### src/rtl/data_mem_arbiter.sv
// Two-port arbiter and sequencer in front of the single-port DataMemory.
// Port A is the pipeline MEM stage and port B is the loader/debug master.
// Each transaction is sequenced as follows:
//   1. The winner's request fields are latched.
//   2. The memory is driven for exactly one ACCESS cycle.
//   3. Completion is reported in the following RESP cycle.
module data_mem_arbiter #(
    parameter int unsigned DATA_W    = 32,
    parameter int unsigned ADDR_W    = 32,
    parameter int unsigned FIXED_PRI = 0
) (
    input  logic              Clk,
    input  logic              Rst_n,
    input  logic              ReqA,
    input  logic              ReqB,
    input  logic              WeA,
    input  logic              WeB,
    input  logic [ADDR_W-1:0] AddrA,
    input  logic [ADDR_W-1:0] AddrB,
    input  logic [DATA_W-1:0] WDataA,
    input  logic [DATA_W-1:0] WDataB,
    output logic              GntA,
    output logic              GntB,
    output logic              ValidA,
    output logic              ValidB,
    output logic              ErrA,
    output logic              ErrB,
    output logic [DATA_W-1:0] RDataA,
    output logic [DATA_W-1:0] RDataB,
    output logic [ADDR_W-1:0] MemAddress,
    output logic [DATA_W-1:0] MemWriteData,
    output logic              MemWrite,
    output logic              MemRead,
    input  logic [DATA_W-1:0] MemReadData
);

    localparam bit RoundRobin = (FIXED_PRI == 0);

    typedef enum logic [1:0] {StIdle, StAccess, StResp} state_e;

    state_e            state_q, state_d;
    logic              owner_q, owner_d;       // 0 = port A, 1 = port B
    logic              we_q, we_d;
    logic [ADDR_W-1:0] addr_q, addr_d;
    logic [DATA_W-1:0] wdata_q, wdata_d;
    logic              prefer_b_q, prefer_b_d; // tie goes to B when set
    logic [DATA_W-1:0] rdata_a_q, rdata_a_d;
    logic [DATA_W-1:0] rdata_b_q, rdata_b_d;

    logic aligned;
    logic pick_b;

    assign aligned = (addr_q[1:0] == 2'b00);
    // B wins when it is the only requester, or on a tie when B is favoured.
    assign pick_b  = ReqB & (~ReqA | (RoundRobin & prefer_b_q));

    // Next-state: arbitrate in IDLE/RESP, capture read data when leaving ACCESS.
    always_comb begin
        state_d    = state_q;
        owner_d    = owner_q;
        we_d       = we_q;
        addr_d     = addr_q;
        wdata_d    = wdata_q;
        prefer_b_d = prefer_b_q;
        rdata_a_d  = rdata_a_q;
        rdata_b_d  = rdata_b_q;

        if (state_q == StAccess) begin
            state_d = StResp;
            if (aligned && !we_q) begin
                if (owner_q) rdata_b_d = MemReadData;
                else         rdata_a_d = MemReadData;
            end
        end else if (ReqA || ReqB) begin
            state_d    = StAccess;
            owner_d    = pick_b;
            we_d       = pick_b ? WeB    : WeA;
            addr_d     = pick_b ? AddrB  : AddrA;
            wdata_d    = pick_b ? WDataB : WDataA;
            prefer_b_d = ~pick_b;
        end else begin
            state_d = StIdle;
        end
    end

    // State and latched-transaction registers.
    always_ff @(posedge Clk or negedge Rst_n) begin
        if (!Rst_n) begin
            state_q    <= StIdle;
            owner_q    <= 1'b0;
            we_q       <= 1'b0;
            addr_q     <= '0;
            wdata_q    <= '0;
            prefer_b_q <= 1'b0;
            rdata_a_q  <= '0;
            rdata_b_q  <= '0;
        end else begin
            state_q    <= state_d;
            owner_q    <= owner_d;
            we_q       <= we_d;
            addr_q     <= addr_d;
            wdata_q    <= wdata_d;
            prefer_b_q <= prefer_b_d;
            rdata_a_q  <= rdata_a_d;
            rdata_b_q  <= rdata_b_d;
        end
    end

    // Outputs are decoded from state, so an async reset kills MemWrite at once.
    always_comb begin
        GntA     = (state_q == StAccess) & ~owner_q;
        GntB     = (state_q == StAccess) &  owner_q;
        ValidA   = (state_q == StResp)   & ~owner_q;
        ValidB   = (state_q == StResp)   &  owner_q;
        ErrA     = ValidA & ~aligned;
        ErrB     = ValidB & ~aligned;
        MemWrite = (state_q == StAccess) & aligned &  we_q;
        MemRead  = (state_q == StAccess) & aligned & ~we_q;
    end

    assign MemAddress   = addr_q;
    assign MemWriteData = wdata_q;
    assign RDataA       = rdata_a_q;
    assign RDataB       = rdata_b_q;

endmodule
### config.mk
export PLATFORM = sky130hd
export DESIGN_NAME = data_mem_arbiter
export DESIGN_NICKNAME = d
export VERILOG_FILES = /design/src/rtl/data_mem_arbiter.sv
export SDC_FILE = /design/constraint.sdc
export NUM_CORES = 1
export LEC_CHECK = 0
export CAP_MARGIN = 40
export CORE_MARGIN = 2
export CORE_UTILIZATION = 36
export CTS_BUF_LIST = sky130_fd_sc_hd__clkbuf_16
export CTS_CLUSTER_DIAMETER = 80
export DETAILED_ROUTE_END_ITERATION = 8
export GPL_ROUTABILITY_DRIVEN = 0
export HOLD_SLACK_MARGIN = 0.12
export PLACE_DENSITY = 0.77
export SYNTH_ARGS = -nofsm -noshare
export SYNTH_HDL_FRONTEND = slang
export SYNTH_SLANG_ARGS = --single-unit
### constraint.sdc
create_clock -name Clk -period 1.5 [get_ports Clk]
set_input_delay 0.225 -clock Clk [delete_from_list [all_inputs] [get_ports Clk]]
set_output_delay 0.225 -clock Clk [all_outputs]
set_load 0.005 [all_outputs]
Word-level counts from Yosys, hierarchy flattened
Index checks and enable logic that the tools add are counted.

Equal/unequal tests: 2. Multiplexer cells: 5. Bitwise logic cells: 17. Reduce and logical (&&, ||, !) cells: 7.

Operators by type and width (count): $mux W32 (2); $and A1 B1 Y1 (10); $not A1 Y1 (6); $reduce_and A3 Y1 (2); $eq A2 B1 Y1 const B (1); $eq A2 B2 Y1 const B (1); $logic_not A2 Y1 (1); $mux W1 (2); $mux W2 (1); $reduce_and A2 Y1 (1); $logic_and A1 B1 Y1 (1); $logic_not A1 Y1 (1); $logic_or A1 B1 Y1 (1); $or A1 B1 Y1 (1).

Input port bits: 166. Register bits: 133. Output and inout bits: 136. Logic and storage cells: 39.

Logic depth before layout (Yosys ltp)
Word-level depth: 4. Gate-level depth with buffers: 6. Mapped depth without buffers: 4.

Least setup slack after synthesis
OpenSTA, ideal clock, no wires.

Path kind: register to register. From: register addr_q[1], in the netlist MemAddress[1]. To: register rdata_a_q[2], in the netlist RDataA[2]. Data required time: 1.372 ns. Stages on the path, launching flop included: 5. Path slack: 0.087 ns. Library setup time: 0.128 ns. Clock period less this slack: 1.413 ns. Arrival time: 1.286 ns. Path buffers: 1. Cell sequence: dfrtp_1 nor2_2 nand3_2 buf_2 mux2_1.

Longest elaborated chain between the ends: 3.

Ends and longest elaborated chain: start, declared (line 44) `logic [ADDR_W-1:0] addr_q, addr_d;`; start signal, assigned (line 101) `addr_q <= addr_d;`; $logic_not A2 Y1 (line 53) `assign aligned = (addr_q[1:0] == 2'b00);`; $logic_and A1 B1 Y1 (line 70) `if (aligned && !we_q) begin`; $reduce_and A3 Y1 (no line); end signal, assigned (line 104) `rdata_a_q <= rdata_a_d;`; end, declared (line 47) `logic [DATA_W-1:0] rdata_a_q, rdata_a_d;`.

Every way passes these cells. A chain may end at the register's enable or synchronous reset.

Final worst setup path
From: register addr_q[1], in the netlist MemAddress[1]. To: output MemRead.

Longest elaborated chain between the ends: 3.

Ends and longest elaborated chain: $logic_not A2 Y1 (line 53); $and A1 B1 Y1 (2 in series) (line 118) `MemRead = (state_q == StAccess) & aligned & ~we_q;`; end, declared (line 33) `output logic MemRead,`.

Every way passes these cells.

==> results.cfg <==
[cts]
cts_tree = built
cts-root-buf = clkbuf_16
clock_path_buffers = 2
h-tree-depth = 4
clock-sinks = 133
cts.clk_slew.worst_paths_ns = 0.06
cts_buffers = 17
clk_latency_ns = 0.42

[yosys]
async_flop_share_pct = 100
syn-num-nets = 623
ys_ff_latch = 133
ys.flop_type = dfrtp_1
synth_area_um2 = 5680
yosysWarnings = 0
synth.distinct_cells = 29
netlist_instances = 457
ys_seq_area_share_pct = 58.6
syn_area_per_cell_um2 = 12.4
synth_edf_count = 0

[worst_setup_path]
crit_chain = buf_4, buf_4, nor4_4, buf_2
cp_top_family = buffers and inverters
path_max_fanout = 2
cp_num_cells = 4
arrival_ns = 1.57
endpoint_kind = output port
path_buf_inv = 3
critPathSlowestCell = dfrtp_1
cp-start-kind = flop
crit_path_frequent_cell = buf_4
cp_data_required_time_ns = 1.27
critPathMaxStageDelay_ns = 0.37
reg2regPathDepth = 8
crit_type = reg2out

[timing]
skew_ns = 0.0124
fin_crit_sh_pct = 120
hold_viol = 0
max_slew_margin_pct = 64.4
fin_ws_ns = -0.293
rsz0062_at_grt = yes
min_period_ns = 1.79
setup_viol = 139
report.final.slew_viol_count = 0
max_freq_mhz = 558
worst_slew_pin_slew_ns = 0.532
fin_tns_setup_ns = -21.98

[global_route]
grt_pass1_wl_um = 31900
grt_pass1_vias = 5680
groute.usage.overall_pct = 25.5
grt.overflow.total = 0
grt_start_max_net_pins = 48
antenna_found_initial = 1

[power_and_ir_drop]
leakage_nw = 5.01
pwr-share-comb_pct = 50.2
ir_drop_mv = 0.893
p_int_mw = 14.7
power.share.clock_pct = 19.7
power_switching_mw = 7.02
sw_frac_of_total_pct = 32.4
seqPwrFrac_pct = 30.1
pwr_density_cell_nw_per_um2 = 2040

[die]
fp-row-count = 45
start_util_pct = 37.1
core_um2 = 15300
fp.dieW_um = 130
fp.dieH_um = 130
dieArea_um2 = 16800
io_pins = 302

[finish]
syn_to_final_growth_pct = 87.2
regArea_um2 = 3330
multi_input_area_um2 = 2300
utilization_pct = 69.5
design_area_um2 = 10600
fin_cells = 1050
antenna_cells = 0
filler_cell_count = 1070
layout.nets = 992
drive_above_1_share_pct = 25.5

[placed_design]
hpwl_um = 12900
portBuffers = 301
pre_cts_ws_ns = -0.198
dp.cells = 959
placed_area_um2 = 9120

[routing]
drc = 0
wirelength_um = 22500
post_drt_wl_per_cell_um = 21.4
vias_per_cell = 5.23
dr_total_vias = 5491
first_pass_iters = 6
ant_nets = 0
drt-initial-drc-count = 270

[run_status]
status = finished with violations
violations = negative setup slack

[hold_path]
hold_class = in2async

[job]
max_cap_violations = 0
cell families after synthesis:
| group | Yosys count | share of synthesized area, % |
|---|---|---|
| AND/OR/NAND/NOR | 147 | 12.5 |
| flip-flops | 133 | 58.6 |
| AO/OA/AOI/OAI | 68 | 11.9 |
| multiplexers | 64 | 12.7 |
| buffers and inverters | 45 | 4.38 |
synthesized netlist by cell type, types with 3 or more instances:
cell | instances | share of area [%]
buf_4 | 5 | 0.66
buf_2 | 17 | 1.5
nand2_1 | 66 | 4.4
buf_6 | 5 | 0.99
nor3_1 | 65 | 5.7
mux2_2 | 33 | 6.5
mux2_1 | 31 | 6.1
nor2_1 | 3 | 0.20
a221o_1 | 65 | 11
clkbuf_1 | 16 | 1.1
dfrtp_1 | 133 | 59
repair_timing:
action / 4_1_cts / 5_1_grt
pin swaps: 53 / 28
hold endpoints to repair: 133 / 0
buffers inserted: 39 / 12
setup endpoints to repair: 254 / 151
hold buffers: 1 / 0
resized for setup: 216 / 51
gates cloned: 18 / 3
worst reg2reg max path: cells and delay by family (launching register included):
family	cells	cell delay (ns)
buf+inv	5	0.68
flops	1	0.37
mux	1	0.31
simple gates	2	0.26
flip-flops by register name (all words and copies together) (netlist names):
register,count
we_q,1
state_q,2
MemWriteData,32
prefer_b_q,1
MemAddress,32
RDataB,32
owner_q,1
RDataA,32
final timing paths:
| path | start | to | slack [ns] |
|---|---|---|---|
| max | MemAddress[1] | MemRead | -0.29 |
| min | Rst_n | MemAddress[23] | 0.26 |
| max reg2reg | MemAddress[1] | RDataA[8] | -0.23 |
| min reg2reg | RDataA[11] | RDataA[11] | 0.50 |
| max in group asynchronous | Rst_n | state_q[0] | 0.69 |
| min in group Clk | WDataA[1] | MemWriteData[1] | 0.41 |
metrics by stage:
step	hold slack, ns	total power [mW]
2_1_floorplan	-0.0706	9.85
3_3_place_gp	0.151	15.2
3_5_place_dp	0.153	15.5
4_1_cts	0.263	21.3
5_1_grt	0.283	22.8
6_report	0.264	21.7
metal layers:
metal,wire [µm],GRT usage [%],up-vias
met5,13,0,-
met4,861,10.9,2
met3,1870,8.22,69
met2,11300,45.3,313
met1,8450,28.0,2658
li1,-,-,2449
power by group through the flow:
| stage | clock [mW] | sequential (mW) | combinational (mW) |
|---|---|---|---|
| 2_1_floorplan | 0 | 6.50 | 3.35 |
| 3_3_place_gp | 0 | 6.45 | 8.76 |
| 3_5_place_dp | 0 | 6.50 | 8.96 |
| 4_1_cts | 4.31 | 6.43 | 10.6 |
| 5_1_grt | 4.50 | 6.71 | 11.5 |
| 6_report | 4.28 | 6.53 | 10.9 |
cell usage in the layout (no fill, tap or decap), types with 2 or more instances in the layout:
cell and count:
clkinvlp_4 3, clkbuf_16 19, clkdlybuf4s50_1 163, buf_16 12, mux2_4 31, nand2_1 66
buf_6 24, nor2_1 2, dlygate4sd2_1 116, clkinv_2 2, mux2_2 33, bufinv_16 3
dfrtp_1 132, clkinv_4 3, a221o_1 65, buf_12 19, buf_4 36, dlymetal6s2s_1 10
buf_2 9, nor3_1 65, inv_6 3
final cells by class:
| class | count | area share, % |
|---|---|---|
| inverter | 2 | 0.0941 |
| multi-input combinational | 279 | 21.6 |
| tap | 211 | 2.48 |
| sequential | 133 | 31.3 |
| clock inverter | 15 | 1.68 |
| timing repair buffer | 393 | 38.9 |
| clock buffer | 17 | 4.00 |
No activity file was read; power rests on OpenSTA's default activity.
